[config.mk]
export PLATFORM = sky130hd
export DESIGN_NAME = alu_packet_engine
export DESIGN_NICKNAME = d
export VERILOG_FILES = /design/src/rtl/alu_pkg.sv /design/src/rtl/shift_add_mul.sv /design/src/rtl/alu_packet_engine.sv
export SDC_FILE = /design/constraint.sdc
export NUM_CORES = 1
export LEC_CHECK = 0
export BUFFER_PORTS_ARGS = -buffer_cell sky130_fd_sc_hd__buf_4
export CORE_UTILIZATION = 45
export CTS_BUF_LIST = sky130_fd_sc_hd__clkbuf_2 sky130_fd_sc_hd__clkbuf_4 sky130_fd_sc_hd__clkbuf_8
export CTS_CLUSTER_DIAMETER = 120
export DETAILED_ROUTE_END_ITERATION = 12
export HOLD_SLACK_MARGIN = 0.03
export SLEW_MARGIN = 20
export SYNTH_ARGS = -nofsm -noshare
export SYNTH_HDL_FRONTEND = slang
export SYNTH_SLANG_ARGS = --single-unit
[constraint.sdc]
create_clock -name clk_i -period 4.59 [get_ports clk_i]
set_clock_uncertainty 0.1 [all_clocks]
set_input_delay 0 -clock clk_i [delete_from_list [all_inputs] [get_ports clk_i]]
set_output_delay 0 -clock clk_i [all_outputs]
set_load 0.005 [all_outputs]
[src/rtl/alu_pkg.sv]
// Shared opcode/state encodings and packet constants for the ALU packet engine.
package alu_pkg;

  typedef enum logic [7:0] {
    OP_ECHO = 8'hEC,
    OP_ADD  = 8'hAD,
    OP_MUL  = 8'h88,
    OP_XOR  = 8'hB5
  } opcode_e;

  typedef enum logic [3:0] {
    ST_IDLE,
    ST_RSVD,
    ST_LEN_LO,
    ST_LEN_HI,
    ST_LOAD,
    ST_EXEC,
    ST_SEND,
    ST_ECHO,
    ST_DRAIN,
    ST_ERR
  } state_e;

  localparam int         HDR_BYTES = 4;
  localparam logic [7:0] ERR_BYTE  = 8'hEE;

  function automatic logic is_arith_op(input logic [7:0] op);
    return (op == OP_ADD) || (op == OP_MUL) || (op == OP_XOR);
  endfunction

endpackage

[src/rtl/shift_add_mul.sv]
// Sequential shift-add multiplier: a start pulse launches WIDTH_P iterations,
// done_o is high in the last one with product_o already holding the low product bits.
module shift_add_mul #(
  parameter int WIDTH_P = 32
) (
  input  logic               clk_i,
  input  logic               rst_i,
  input  logic               start_i,
  input  logic [WIDTH_P-1:0] a_i,
  input  logic [WIDTH_P-1:0] b_i,
  output logic               done_o,
  output logic [WIDTH_P-1:0] product_o
);

  localparam int CNT_W = $clog2(WIDTH_P + 1);

  logic [WIDTH_P-1:0] r_a;
  logic [WIDTH_P-1:0] r_b;
  logic [WIDTH_P-1:0] r_p;
  logic [CNT_W-1:0]   r_cnt;
  logic               r_busy;

  always_ff @(posedge clk_i) begin
    if (rst_i) begin
      r_a    <= '0;
      r_b    <= '0;
      r_p    <= '0;
      r_cnt  <= '0;
      r_busy <= 1'b0;
    end else if (start_i) begin
      r_a    <= a_i;
      r_b    <= b_i;
      r_p    <= '0;
      r_cnt  <= CNT_W'(WIDTH_P);
      r_busy <= 1'b1;
    end else if (r_busy) begin
      if (r_b[0]) r_p <= r_p + r_a;
      r_a   <= r_a << 1;
      r_b   <= r_b >> 1;
      r_cnt <= r_cnt - CNT_W'(1);
      if (r_cnt == CNT_W'(1)) r_busy <= 1'b0;
    end
  end

  // Last partial product is folded in combinationally so the result is ready with done
  assign done_o    = r_busy && (r_cnt == CNT_W'(1));
  assign product_o = r_p + (r_b[0] ? r_a : '0);

endmodule

[src/rtl/alu_packet_engine.sv]
// Byte-stream packet engine: parses opcode/length headers, runs ADD/XOR/MUL over
// little-endian operands, echoes payloads, and reports malformed packets with 0xEE.
module alu_packet_engine
  import alu_pkg::*;
#(
  parameter int WIDTH_P = 32,
  parameter int LEN_W_P = 16
) (
  input  logic       clk_i,
  input  logic       rst_i,
  input  logic [7:0] rx_data_i,
  input  logic       rx_valid_i,
  output logic       rx_ready_o,
  output logic [7:0] tx_data_o,
  output logic       tx_valid_o,
  input  logic       tx_ready_i,
  output logic       busy_o,
  output logic       err_o
);

  localparam int NB   = WIDTH_P / 8;
  localparam int BI_W = $clog2(NB + 1);

  state_e             r_state;
  logic [7:0]         r_op;
  logic [7:0]         r_len_lo;
  logic [LEN_W_P-1:0] r_cnt;
  logic [BI_W-1:0]    r_bidx;
  logic [BI_W-1:0]    r_send_cnt;
  logic [WIDTH_P-1:0] r_operand;
  logic [WIDTH_P-1:0] r_pend;
  logic [WIDTH_P-1:0] r_acc;
  logic [WIDTH_P-1:0] r_shift;
  logic               r_pend_v;
  logic               r_first;
  logic [7:0]         r_tx_data;
  logic               r_tx_valid;
  logic               r_err;

  logic               w_rx_fire;
  logic               w_tx_fire;
  logic [LEN_W_P-1:0] w_len;
  logic [LEN_W_P-1:0] w_payload;
  logic               w_arith_ok;
  logic               w_hdr_err;
  logic               w_err_go;
  logic [WIDTH_P-1:0] w_opnd_full;
  logic               w_last_byte;
  logic [WIDTH_P-1:0] w_pend_res;
  logic [WIDTH_P-1:0] w_mul_a;
  logic               w_mul_start;
  logic               w_mul_done;
  logic [WIDTH_P-1:0] w_mul_p;
  logic               w_final_go;
  logic [WIDTH_P-1:0] w_final;

  function automatic logic [WIDTH_P-1:0] combine(input logic [7:0] op, input logic first,
                                                 input logic [WIDTH_P-1:0] acc,
                                                 input logic [WIDTH_P-1:0] opnd);
    if (first) return opnd;
    case (op)
      OP_ADD:  return acc + opnd;
      OP_XOR:  return acc ^ opnd;
      default: return opnd;
    endcase
  endfunction

  always_comb begin
    rx_ready_o = 1'b0;
    case (r_state)
      ST_IDLE, ST_RSVD, ST_LEN_LO, ST_LEN_HI, ST_LOAD, ST_DRAIN: rx_ready_o = 1'b1;
      ST_ECHO: rx_ready_o = (r_cnt != '0) && (!r_tx_valid || tx_ready_i);
      default: rx_ready_o = 1'b0;
    endcase
  end

  assign w_rx_fire   = rx_valid_i && rx_ready_o;
  assign w_tx_fire   = r_tx_valid && tx_ready_i;
  assign w_len       = LEN_W_P'({rx_data_i, r_len_lo});
  assign w_payload   = (w_len >= LEN_W_P'(HDR_BYTES)) ? (w_len - LEN_W_P'(HDR_BYTES)) : '0;
  assign w_arith_ok  = (w_payload != '0) && ((w_payload % LEN_W_P'(NB)) == '0);
  assign w_hdr_err   = (r_op == OP_ECHO) ? (w_len < LEN_W_P'(HDR_BYTES))
                                         : (!(is_arith_op(r_op) && w_arith_ok) && (w_payload == '0));
  assign w_err_go    = w_rx_fire && (((r_state == ST_LEN_HI) && w_hdr_err) ||
                                     ((r_state == ST_DRAIN) && (r_cnt == LEN_W_P'(1))));
  assign w_opnd_full = (r_operand >> 8) | (WIDTH_P'(rx_data_i) << (WIDTH_P - 8));
  assign w_last_byte = (r_bidx == BI_W'(NB - 1));
  assign w_pend_res  = combine(r_op, r_first, r_acc, r_pend);
  // A first MUL operand may still be pending when the second one completes
  assign w_mul_a     = r_pend_v ? r_pend : r_acc;
  assign w_mul_start = (r_state == ST_LOAD) && w_rx_fire && w_last_byte && (r_op == OP_MUL) &&
                       !(r_first && !r_pend_v);
  assign w_final_go  = ((r_state == ST_EXEC) && w_mul_done && (r_cnt == '0)) ||
                       ((r_state == ST_SEND) && r_pend_v);
  assign w_final     = (r_state == ST_EXEC) ? w_mul_p : w_pend_res;

  shift_add_mul #(.WIDTH_P(WIDTH_P)) u_mul (
    .clk_i     (clk_i),
    .rst_i     (rst_i),
    .start_i   (w_mul_start),
    .a_i       (w_mul_a),
    .b_i       (w_opnd_full),
    .done_o    (w_mul_done),
    .product_o (w_mul_p)
  );

  always_ff @(posedge clk_i) begin
    if (rst_i) begin
      r_state    <= ST_IDLE;
      r_op       <= '0;
      r_len_lo   <= '0;
      r_cnt      <= '0;
      r_bidx     <= '0;
      r_send_cnt <= '0;
      r_operand  <= '0;
      r_pend     <= '0;
      r_acc      <= '0;
      r_shift    <= '0;
      r_pend_v   <= 1'b0;
      r_first    <= 1'b0;
      r_tx_data  <= '0;
      r_tx_valid <= 1'b0;
      r_err      <= 1'b0;
    end else begin
      r_err <= 1'b0;
      case (r_state)
        ST_IDLE: if (w_rx_fire) begin
          r_op    <= rx_data_i;
          r_state <= ST_RSVD;
        end
        ST_RSVD: if (w_rx_fire) r_state <= ST_LEN_LO;
        ST_LEN_LO: if (w_rx_fire) begin
          r_len_lo <= rx_data_i;
          r_state  <= ST_LEN_HI;
        end
        ST_LEN_HI: if (w_rx_fire) begin
          r_cnt    <= w_payload;
          r_bidx   <= '0;
          r_pend_v <= 1'b0;
          r_first  <= 1'b1;
          r_acc    <= '0;
          if (r_op == OP_ECHO)                       r_state <= (w_payload == '0) ? ST_IDLE : ST_ECHO;
          else if (is_arith_op(r_op) && w_arith_ok) r_state <= ST_LOAD;
          else                                       r_state <= ST_DRAIN;
        end
        ST_LOAD: begin
          if (r_pend_v) begin
            r_acc    <= w_pend_res;
            r_first  <= 1'b0;
            r_pend_v <= 1'b0;
          end
          if (w_rx_fire) begin
            r_cnt     <= r_cnt - LEN_W_P'(1);
            r_operand <= w_opnd_full;
            if (!w_last_byte) begin
              r_bidx <= r_bidx + BI_W'(1);
            end else begin
              r_bidx <= '0;
              if (w_mul_start) begin
                r_first  <= 1'b0;
                r_pend_v <= 1'b0;
                r_state  <= ST_EXEC;
              end else begin
                r_pend   <= w_opnd_full;
                r_pend_v <= 1'b1;
                if (r_cnt == LEN_W_P'(1)) r_state <= ST_SEND;
              end
            end
          end
        end
        ST_EXEC: if (w_mul_done) begin
          r_acc <= w_mul_p;
          if (r_cnt != '0) r_state <= ST_LOAD;
        end
        ST_SEND: if (!r_pend_v && w_tx_fire) begin
          if (r_send_cnt == '0) begin
            r_tx_valid <= 1'b0;
            r_state    <= ST_IDLE;
          end else begin
            r_tx_data  <= r_shift[7:0];
            r_shift    <= r_shift >> 8;
            r_send_cnt <= r_send_cnt - BI_W'(1);
          end
        end
        ST_ECHO: begin
          if (w_rx_fire) begin
            r_tx_data  <= rx_data_i;
            r_tx_valid <= 1'b1;
            r_cnt      <= r_cnt - LEN_W_P'(1);
          end else if ((r_cnt == '0) && (!r_tx_valid || tx_ready_i)) begin
            r_tx_valid <= 1'b0;
            r_state    <= ST_IDLE;
          end else if (w_tx_fire) begin
            r_tx_valid <= 1'b0;
          end
        end
        ST_DRAIN: if (w_rx_fire) r_cnt <= r_cnt - LEN_W_P'(1);
        ST_ERR: if (w_tx_fire) begin
          r_tx_valid <= 1'b0;
          r_state    <= ST_IDLE;
        end
        default: r_state <= ST_IDLE;
      endcase

      // Final result: load the first byte and queue the rest for serialisation
      if (w_final_go) begin
        r_acc      <= w_final;
        r_pend_v   <= 1'b0;
        r_tx_data  <= w_final[7:0];
        r_tx_valid <= 1'b1;
        r_shift    <= w_final >> 8;
        r_send_cnt <= BI_W'(NB - 1);
        r_state    <= ST_SEND;
      end

      if (w_err_go) begin
        r_state    <= ST_ERR;
        r_err      <= 1'b1;
        r_tx_data  <= ERR_BYTE;
        r_tx_valid <= 1'b1;
      end
    end
  end

  assign tx_data_o  = r_tx_data;
  assign tx_valid_o = r_tx_valid;
  assign busy_o     = (r_state != ST_IDLE);
  assign err_o      = r_err;

endmodule

### Yosys cells after proc, flatten, opt, wreduce, memory -nomap -nowiden

Cells that the tools add are included.

| storage, ports and cells | value |
|---|---|
| register bits after elaboration | 277 |
| input port bits | 12 |
| output and inout bits | 12 |
| word-level logic and storage cells | 246 |

| operators by class | value |
|---|---|
| add/sub/neg operators | 8 |
| order comparisons | 2 |
| equality and inequality tests | 55 |
| multiplexer cells | 86 |
| bitwise gates (word level) | 4 |
| reduce and logical (&&, ||, !) cells | 67 |

Operators by type and width:

| kind | number |
|---|---|
| $mux W32 | 13 |
| $add A32 B32 Y32 | 3 |
| $mux W24 | 4 |
| $pmux W32 S3 | 1 |
| $mux W4 | 19 |
| $pmux W32 S2 | 1 |
| $logic_not A16 Y1 | 3 |
| $mux W16 | 3 |
| $ne A4 B4 Y1 const B | 12 |
| $ne A3 B3 Y1 const B | 14 |
| $mux W8 | 5 |
| $pmux W4 S10 | 1 |
| $eq A8 B8 Y1 const B | 4 |
| $or A24 B32 Y32 | 1 |
| $pmux W16 S2 | 1 |
| $reduce_bool A16 Y1 | 2 |
| $xor A32 B32 Y32 | 1 |
| $reduce_and A15 Y1 | 2 |
| $mux W1 | 22 |
| $logic_and A1 B1 Y1 | 20 |
| $eq A16 B1 Y1 const B | 1 |
| $eq A4 B3 Y1 const B | 4 |
| $ge A16 B3 Y1 const B | 1 |
| $lt A16 B3 Y1 const B | 1 |
| 37 further kinds | 83 |

### Longest topological paths before layout

Gate-level depths: netlist of the first run.

| logic depth | value |
|---|---|
| word-level depth | 15 |
| mapped depth | 14 |

### Hierarchy

A second synthesis of the first run with hierarchy kept.

| unflattened totals | value |
|---|---|
| cell total of the unflattened synthesis | 2,441 |
| area, all modules | 18,437.7 sq um |

By module, submodules not included:

| module | instances | cells each | area each (sq um) | sequential area each (sq um) |
|---|---|---|---|---|
| alu_packet_engine | 1 | 1,457 | 10,869.2 | 3,323.2 |
| shift_add_mul | 1 | 984 | 7,568.5 | 2,062.0 |

### Least setup slack after synthesis of the first run

OpenSTA, ideal clock, no wires.

| timing path | value |
|---|---|
| path kind | reg-to-reg |
| from | register u_mul.r_b[0] |
| to | register r_acc[19] |
| setup time | 0.133 ns |
| arrival time | 3.000 ns |
| data required time | 4.357 ns |
| path slack | 1.357 ns |
| cell stages (with the launch flop) | 15 |
| cells stage by stage | dfxtp_1 clkbuf_1 clkbuf_1 and2_1 ha_1 a21o_1 a21o_1 a221o_1 a31o_2 and2_1 a22oi_1 xor2_1 nor2_1 a2111oi_0 nor4_1 |

| on the way | value |
|---|---|
| cells in the longest elaborated chain, start to end | 5 |

RTL lines:

| what | line | source |
|---|---|---|
| start, declared | shift_add_mul.sv:18 | `logic [WIDTH_P-1:0] r_b;` |
| start signal, assigned | shift_add_mul.sv:32 | `r_b <= b_i;` |
| start signal, assigned | shift_add_mul.sv:39 | `r_b <= r_b >> 1;` |
| $mux W32 (*) | shift_add_mul.sv:47 | `assign product_o = r_p + (r_b[0] ? r_a : '0);` |
| $add A32 B32 Y32 (*) | shift_add_mul.sv:47 |  |
| $mux W32 | alu_packet_engine.sv:171 | `ST_EXEC: if (w_mul_done) begin` |
| $pmux W32 S3 | alu_packet_engine.sv:126 | `case (r_state)` |
| $mux W32 (*) | alu_packet_engine.sv:206 | `if (w_final_go) begin` |
| end signal, assigned | alu_packet_engine.sv:148 | `r_acc <= w_pend_res;` |
| end signal, assigned | alu_packet_engine.sv:172 | `r_acc <= w_mul_p;` |
| end signal, assigned | alu_packet_engine.sv:207 | `r_acc <= w_final;` |
| end, declared | alu_packet_engine.sv:32 | `logic [WIDTH_P-1:0] r_acc;` |

Every way passes the cells marked *; elsewhere a longest branch is shown, timed or not. The select of a mux whose other input is x is not followed.
A chain may end at the register's enable or synchronous reset.

### Worst setup path after layout of the first run

| timing path | value |
|---|---|
| from | register u_mul.r_b[0] |
| to | register r_shift[21] |

| on the way | value |
|---|---|
| cells in the longest elaborated chain, start to end | 4 |

RTL lines:

| what | line | source |
|---|---|---|
| $mux W32 | shift_add_mul.sv:47 |  |
| $add A32 B32 Y32 | shift_add_mul.sv:47 |  |
| $mux W32 | alu_packet_engine.sv:95 | `assign w_final = (r_state == ST_EXEC) ? w_mul_p : w_pend_res;` |
| $mux W24 | alu_packet_engine.sv:206 |  |
| end signal, assigned | alu_packet_engine.sv:181 | `r_shift <= r_shift >> 8;` |
| end signal, assigned | alu_packet_engine.sv:211 | `r_shift <= w_final >> 8;` |
| end, declared | alu_packet_engine.sv:33 | `logic [WIDTH_P-1:0] r_shift;` |

No other way between the ends.

==> metrics, run 1 <==
IO Port Bufs=23; Pint=between 4 and 5 mW; flops & latches, synth=269; Max-cap violations=0; vias in the first global route=about 16,000; Die Span Y=203 um; via count=17,400; slowest cell delay on critical path=approximately 950 ps; Net Count, Synth=about 2,500; Max-Slew Margin vs Limit=30.1%; Syn. warnings=0; Clock Latency Late Sink=620 ps; Main synth FF type=dfxtp_1; Ports=24; CTS root buf=clkbuf_8; Core Area=39,800 sq um; DR iter-0 viols=1,444; Synth area leader=dfxtp_1; Mapped Area=18,200 sq um; GP Congestion=0.924; run status=finished clean; fin crit share=85.4%; clock buffer depth=3; HPWL Detailed=39,300 um; Horiz. Die Dim=just over 200 um; RSZ-0062 raised after global routing=false; Crit Path Class=reg -> reg; Worst Hold Class=in -> reg; fin crit period=between 3000 and 4000 ps; Critical-path top delay cell=dfxtp_1; Final Slew Violations=0; number of flops mapped to enable cells by yosys=0; sequential share of the synthesized area=29.5%; top cell type's share of synthesized area=approximately 30%; ant diodes=0; Max Clock Freq=255 MHz; drt drc=0; async set-reset flop share out of synthesis=0%; final wirelength=55,700 um; syn_area_per_cell=7.71 sq um; Inst Count DP=between 2,000 and 3,000; CP startpoint kind=flip-flop; row cnt=73; hold_buf cts=17; Clock Pin Slew Worst Setup and Hold Paths=about 60 ps; Psw=2.09 mW; P_leak=roughly 7.8 nW; Clock Power Share=40.5%; Synth top cells by count=nand2_1, dfxtp_1, a21oi_1; Post-DRT Antenna Nets=0; GR Util All Layers=a little over a quarter; Nets=2,446; dominant cells by area after synthesis=dfxtp_1, ha_1, nand2_1; Max FO, Critical Path=35; largest net degree at the start of global routing=roughly 140; switching power share of the total=31.4%; clock tree from TritonCTS=built; cell with the most instances after synthesis=nand2_1; Max rail drop VDD=326 uV; non-filler instance count after layout=2,890; sequential share of power=39.2%; Setup TNS=0 ps; setup bufs post-CTS=0; first-pass GRT wire length=89,100 um; worst slack, placed=651 ps; reg-to-reg setup timing slack=670 ps; routed wire length per instance=19.3 um; H-tree depth=2; first drt pass iteration count=5; Worst-Margin Slew=around 1000 ps; Netlist cell types=93; Comb pwr share=20.4%; post-CTS sizing=0; Cells after Synth=between 2,000 and 2,500; Remaining Overflow, GRT=0; initial antenna violation count=0; Sink Count=between 200 and 300; layout cells sized above 1=8.67%; crit end category=flip-flop; routed vias/inst=6.03; cell area power density=331 nW/um^2; Inserted Clock Buffers=roughly 50; worst-path cell chain=and2_1, ha_1, a21o_1, a21oi_1, o21ai_0, a31o_2, a21oi_2, o211ai_1, and3_1, nor3_1, nor3_1, nor3_1; Worst path most repeated cell=nor3_1; critical path data arrival time=4380 ps; # setup viols final=0; initial core utilization=a little under half; worst reg-to-reg path cell count=12; Die Footprint=41,300 sq um; Final Worst Setup Slack=670 ps; Area Overhead vs Synth=10.0%; WHS Path Cells=4; final number of hold-violating endpoints=0; Critical Path RT=slightly above 5000 ps
stage by stage:
step	utilization, %	power, mW	area [sq um]	hold WS (ps)
CTS	50.4	6.68	20100	163
detailed placement	47.0	3.96	18700	270
global placement	47.0	3.95	18700	265
floorplan	-	3.60	18200	170
global route	50.4	6.96	20100	217
finish	50.4	6.64	20100	213
path summary, 6_finish.rpt:
check,endpoint,start
max,r_shift[21]$_SDFFE_PP0P_,u_mul.r_b[0]$_SDFFE_PP0P_
min,u_mul.r_b[31]$_SDFFE_PP0P_,rx_data_i[7]
max reg2reg,r_shift[21]$_SDFFE_PP0P_,u_mul.r_b[0]$_SDFFE_PP0P_
min reg2reg,r_operand[17]$_SDFFE_PP0P_,r_operand[25]$_SDFFE_PP0P_
kinds of logic (layout without fill, tap and decap cells):
kind of cell,Yosys count,after routing,synth area share (%)
AO/OA/AOI/OAI,745,745,27.3
AND/OR/NAND/NOR,881,881,22.9
multiplexers,101,101,5.57
adder cells (fa/ha/maj),105,105,7.33
buffers and inverters,202,203,4.39
XOR/XNOR,61,61,2.93
flip-flops,269,269,29.5
cells in the final DEF (no fill, tap or decap), types with 6 or more instances in the layout:
cell type      netlist  routed
dfxtp_1            269     267
dlygate4sd3_1        0      17
ha_1               102     102
a31o_2               9       9
o21a_1              17      17
or2_2                6       6
clkbuf_8             0      63
nand3b_1             6       6
o21bai_1            12      12
nor2_1             205     205
a211oi_1           129     129
a221oi_1             6       6
xnor2_1             38      38
and3_1              16      15
o21ai_1              8       7
o211ai_1            24      24
a22oi_1             20      20
a31oi_1             24      24
buf_4                2      57
a21o_1              64      64
xor2_1              23      23
o211a_1             11      11
inv_1               39      39
nand2_1            321     321
o31ai_1              7       7
nor2b_1             49      49
nor3_1              73      71
or3_1               16      15
nor3b_1              9       8
nor4_1              11      11
nand3_1             55      54
a311oi_1            25      25
or4_1                6       6
mux2i_1             98      98
nand2b_1            21      21
clkbuf_4             0      13
o21ai_0             98      97
nand4_1             11      11
and2_1              43      43
a21oi_1            213     212
worst max-delay path: cells and delay by family, from the launching register on:
family                   cells  cell delay, ps
adder cells (fa/ha/maj)      1             250
flip-flops                   1             950
AO/OA/AOI/OAI                6            1470
AND/OR/NAND/NOR              5            1070
layout make-up:
cell class | count | area, sq um
fillers | 3968 | 19800
multi-input cells | 1893 | 12100
flip-flops and latches | 269 | 5390
clock buffers | 76 | 965
well taps | 525 | 657
repair buffers | 76 | 629
clock inverters | 11 | 183
inverters | 40 | 150
per-layer routing:
| metal | part of all wire [%] | vias to the layer above | track usage (%) |
|---|---|---|---|
| met1 | 49 | 8217 | 38.5 |
| met2 | 43 | 498 | 40.9 |
| met5 | 0 | - | 0 |
| met3 | 5.6 | 102 | 3.61 |
| met4 | 2.9 | 0 | 9.24 |
| li1 | - | 8608 | - |
state kept, by name (all words and copies together), names as in the netlist, 3 cells and up:
| name | flops |
|---|---|
| r_cnt | 16 |
| u_mul.r_b | 32 |
| u_mul.r_a | 32 |
| r_op | 8 |
| tx_data_o | 8 |
| r_acc | 32 |
| u_mul.r_p | 32 |
| u_mul.r_cnt | 6 |
| r_len_lo | 8 |
| r_operand | 24 |
| r_shift | 24 |
| r_bidx | 3 |
| r_state | 4 |
| r_send_cnt | 3 |
| r_pend | 32 |
power by group through the flow:
stage / Clock (mW) / Sequential [mW] / Combinational [mW]
5_1_grt: 2.85 / 2.61 / 1.49
3_3_place_gp: 0 / 2.64 / 1.31
4_1_cts: 2.75 / 2.59 / 1.34
2_1_floorplan: 0 / 2.56 / 1.04
3_5_place_dp: 0 / 2.64 / 1.32
6_report: 2.69 / 2.60 / 1.35
(Power assumes the default switching activity.)
==> inputs of run 2 (changes only) <==
--- a/config.mk
+++ b/config.mk
@@ -5,11 +5,11 @@
 export SDC_FILE = /design/constraint.sdc
 export NUM_CORES = 1
 export LEC_CHECK = 0
-export BUFFER_PORTS_ARGS = -buffer_cell sky130_fd_sc_hd__buf_4
 export CORE_UTILIZATION = 45
 export CTS_BUF_LIST = sky130_fd_sc_hd__clkbuf_2 sky130_fd_sc_hd__clkbuf_4 sky130_fd_sc_hd__clkbuf_8
 export CTS_CLUSTER_DIAMETER = 120
 export DETAILED_ROUTE_END_ITERATION = 12
+export DONT_BUFFER_PORTS = 1
 export HOLD_SLACK_MARGIN = 0.03
 export SLEW_MARGIN = 20
 export SYNTH_ARGS = -nofsm -noshare
==> metrics, run 2 (synthesis results as in run 1) <==
GR Util All Layers=27.3% (+0.49 points); clock buffer depth=3 (unchanged); Pint=4.39 mW (-3.5%); Max-Slew Margin vs Limit=26.2% (-3.8 points); Psw=2.12 mW (+1.8%); Sink Count=269 (unchanged); Area Overhead vs Synth=9.31%; DR iter-0 viols=1,602 (+11%); routed wire length per instance=19.8 um (+2.8%); Clock Power Share=39.5% (-1.0 points); Area after DPL=18,600 sq um (-0.93%); setup bufs post-CTS=0 (unchanged); Filler cells=3,877 (-2.3%); Nets=2,433 (-0.53%); IO Port Bufs=0 (-100%); CP startpoint kind=input port; Die Footprint=41,300 sq um (unchanged); final number of hold-violating endpoints=0 (unchanged); Clock Latency Late Sink=640 ps (+20 ps); Remaining Overflow, GRT=0 (unchanged); Clock Pin Slew Worst Setup and Hold Paths=60 ps (about the same); drt drc=0 (unchanged); initial core utilization=45.8% (unchanged); Core Area=39,800 sq um (unchanged); Max rail drop VDD=341 uV (+4.8%); critical path data arrival time=4480 ps (+100 ps); Post-DRT Antenna Nets=0 (unchanged); row cnt=73 (unchanged); run status=finished clean; largest net degree at the start of global routing=232 (+62%); Die Span Y=203 um (unchanged); Max-cap violations=0 (unchanged); Multi-input gate area=12,100 sq um (unchanged); Inserted Clock Buffers=52 (+6.1%); Setup TNS=0 ps (unchanged); non-filler instance count after layout=2,880 (-0.35%); ant diodes=0 (unchanged); Critical Path RT=5050 ps (about the same); Crit Path Class=in -> reg; routed vias/inst=6.05 (+0.42%); leading cell type in the layout, fill and taps excluded=nand2_1; Final Slew Violations=0 (unchanged); register area=5390 sq um (unchanged); switching power share of the total=32.6% (+1.2 points); most frequent cells in the layout=nand2_1, dfxtp_1, a21oi_1; final core utilization=50.0% (-0.34 points); layout cells sized above 1=8.11% (-0.56 points); fin crit share=87.7% (+2.3 points); Comb pwr share=20.8% (+0.4 points); crit end category=flip-flop; first drt pass iteration count=5 (unchanged); # setup viols final=0 (unchanged); vias in the first global route=16,300 (+0.14%); Max FO, Critical Path=11 (-69%); RSZ-0062 raised after global routing=false; Inst Count DP=2,765 (-0.75%); Ports=24 (unchanged); H-tree depth=2 (unchanged); Horiz. Die Dim=203 um (unchanged); Worst Hold Class=in -> reg; CTS root buf=clkbuf_8; hold slack=161 ps (-51.1 ps); cell area power density=327 nW/um^2 (-1.2%); GP Congestion=0.908 (-1.7%); first-pass GRT wire length=90,300 um (+1.2%); via count=17,400 (+0.069%); clock tree from TritonCTS=built; Max Clock Freq=248 MHz (-2.6%); initial antenna violation count=1 (+1); fin crit period=4020 ps (+104 ps); HPWL Detailed=39,900 um (+1.5%); final wirelength=57,000 um (+2.5%); sequential share of power=39.8% (+0.6 points); Worst-Margin Slew=1110 ps (+57.5 ps); P_leak=7.73 nW (-1.3%); final instance area=19,900 sq um (-0.67%)
run 2: cell count changes in the layout (fill, tap and decap cells not counted), sizes merged:
cell / change
buf: -20
bufinv: -4
clkbuf: +3
clkinv: +3
clkinvlp: +4
dlygate4sd3: +4
run 2: final timing paths:
| check | start | to | slack [ps] | cells after the start |
|---|---|---|---|---|
| worst min-delay path | rx_data_i[3] | r_state[2]$_SDFFE_PP0P_ | 160 | 8 |
| worst min register to register | r_bidx[1]$_SDFFE_PP0P_ | r_bidx[1]$_SDFFE_PP0P_ | 380 | 2 |
| worst max-delay path | rx_data_i[3] | r_state[0]$_SDFFE_PP0P_ | 570 | 14 |
| worst max register to register | r_len_lo[2]$_SDFFE_PP0P_ | r_state[0]$_SDFFE_PP0P_ | 890 | 11 |
run 2: area by class of cell:
cell class	count	area share, %
multi-input cells	1893	60.6
repair buffers	60	2.63
flip-flops and latches	269	27.1
clock buffers	79	5.08
clock inverters	14	0.540
inverters	40	0.754
well taps	525	3.30
run 2: timing repair:
action | 4_1_cts | 5_1_grt
endpoints found under the setup margin | 0 | 0
endpoints found under the hold margin | 236 | 0
hold buffers | 22 | 0
resized for setup | 0 | 0
run 2: stage by stage:
stage / total power [mW] / worst slack, ps
floorplan: 3.60 / 1360
global placement: 3.88 / 1010
detailed placement: 3.89 / 932
finish: 6.51 / 565
global route: 6.81 / 392
CTS: 6.54 / 656
run 2: routing by layer:
layer  track usage (%)  vias up  routed length, um
met4              6.98        0               1180
met3              4.09       90               3320
met5                 0        -                  0
li1                  -     8552                  -
met2              42.4      511              25000
met1              39.2     8284              27500
run 2: power groups by stage:
| stage | sequential, mW | combinational, mW | clock (mW) |
|---|---|---|---|
| 2_1_floorplan | 2.56 | 1.04 | 0 |
| 3_5_place_dp | 2.63 | 1.26 | 0 |
| 3_3_place_gp | 2.63 | 1.25 | 0 |
| 4_1_cts | 2.58 | 1.34 | 2.62 |
| 6_report | 2.59 | 1.35 | 2.57 |
| 5_1_grt | 2.60 | 1.48 | 2.72 |
run 2: worst max-delay path, stage by stage:
cell and delay [ps]:
dlygate4sd3_1 840, nor3_1 290, dlygate4sd3_1 580, nand2_1 110, dlygate4sd3_1 650, nor3_2 140, mux2i_1 270, and3_1 250
nand3_1 110, a21oi_2 200, dlygate4sd3_1 570, o21ai_1 100, a41o_1 230, a21oi_1 130
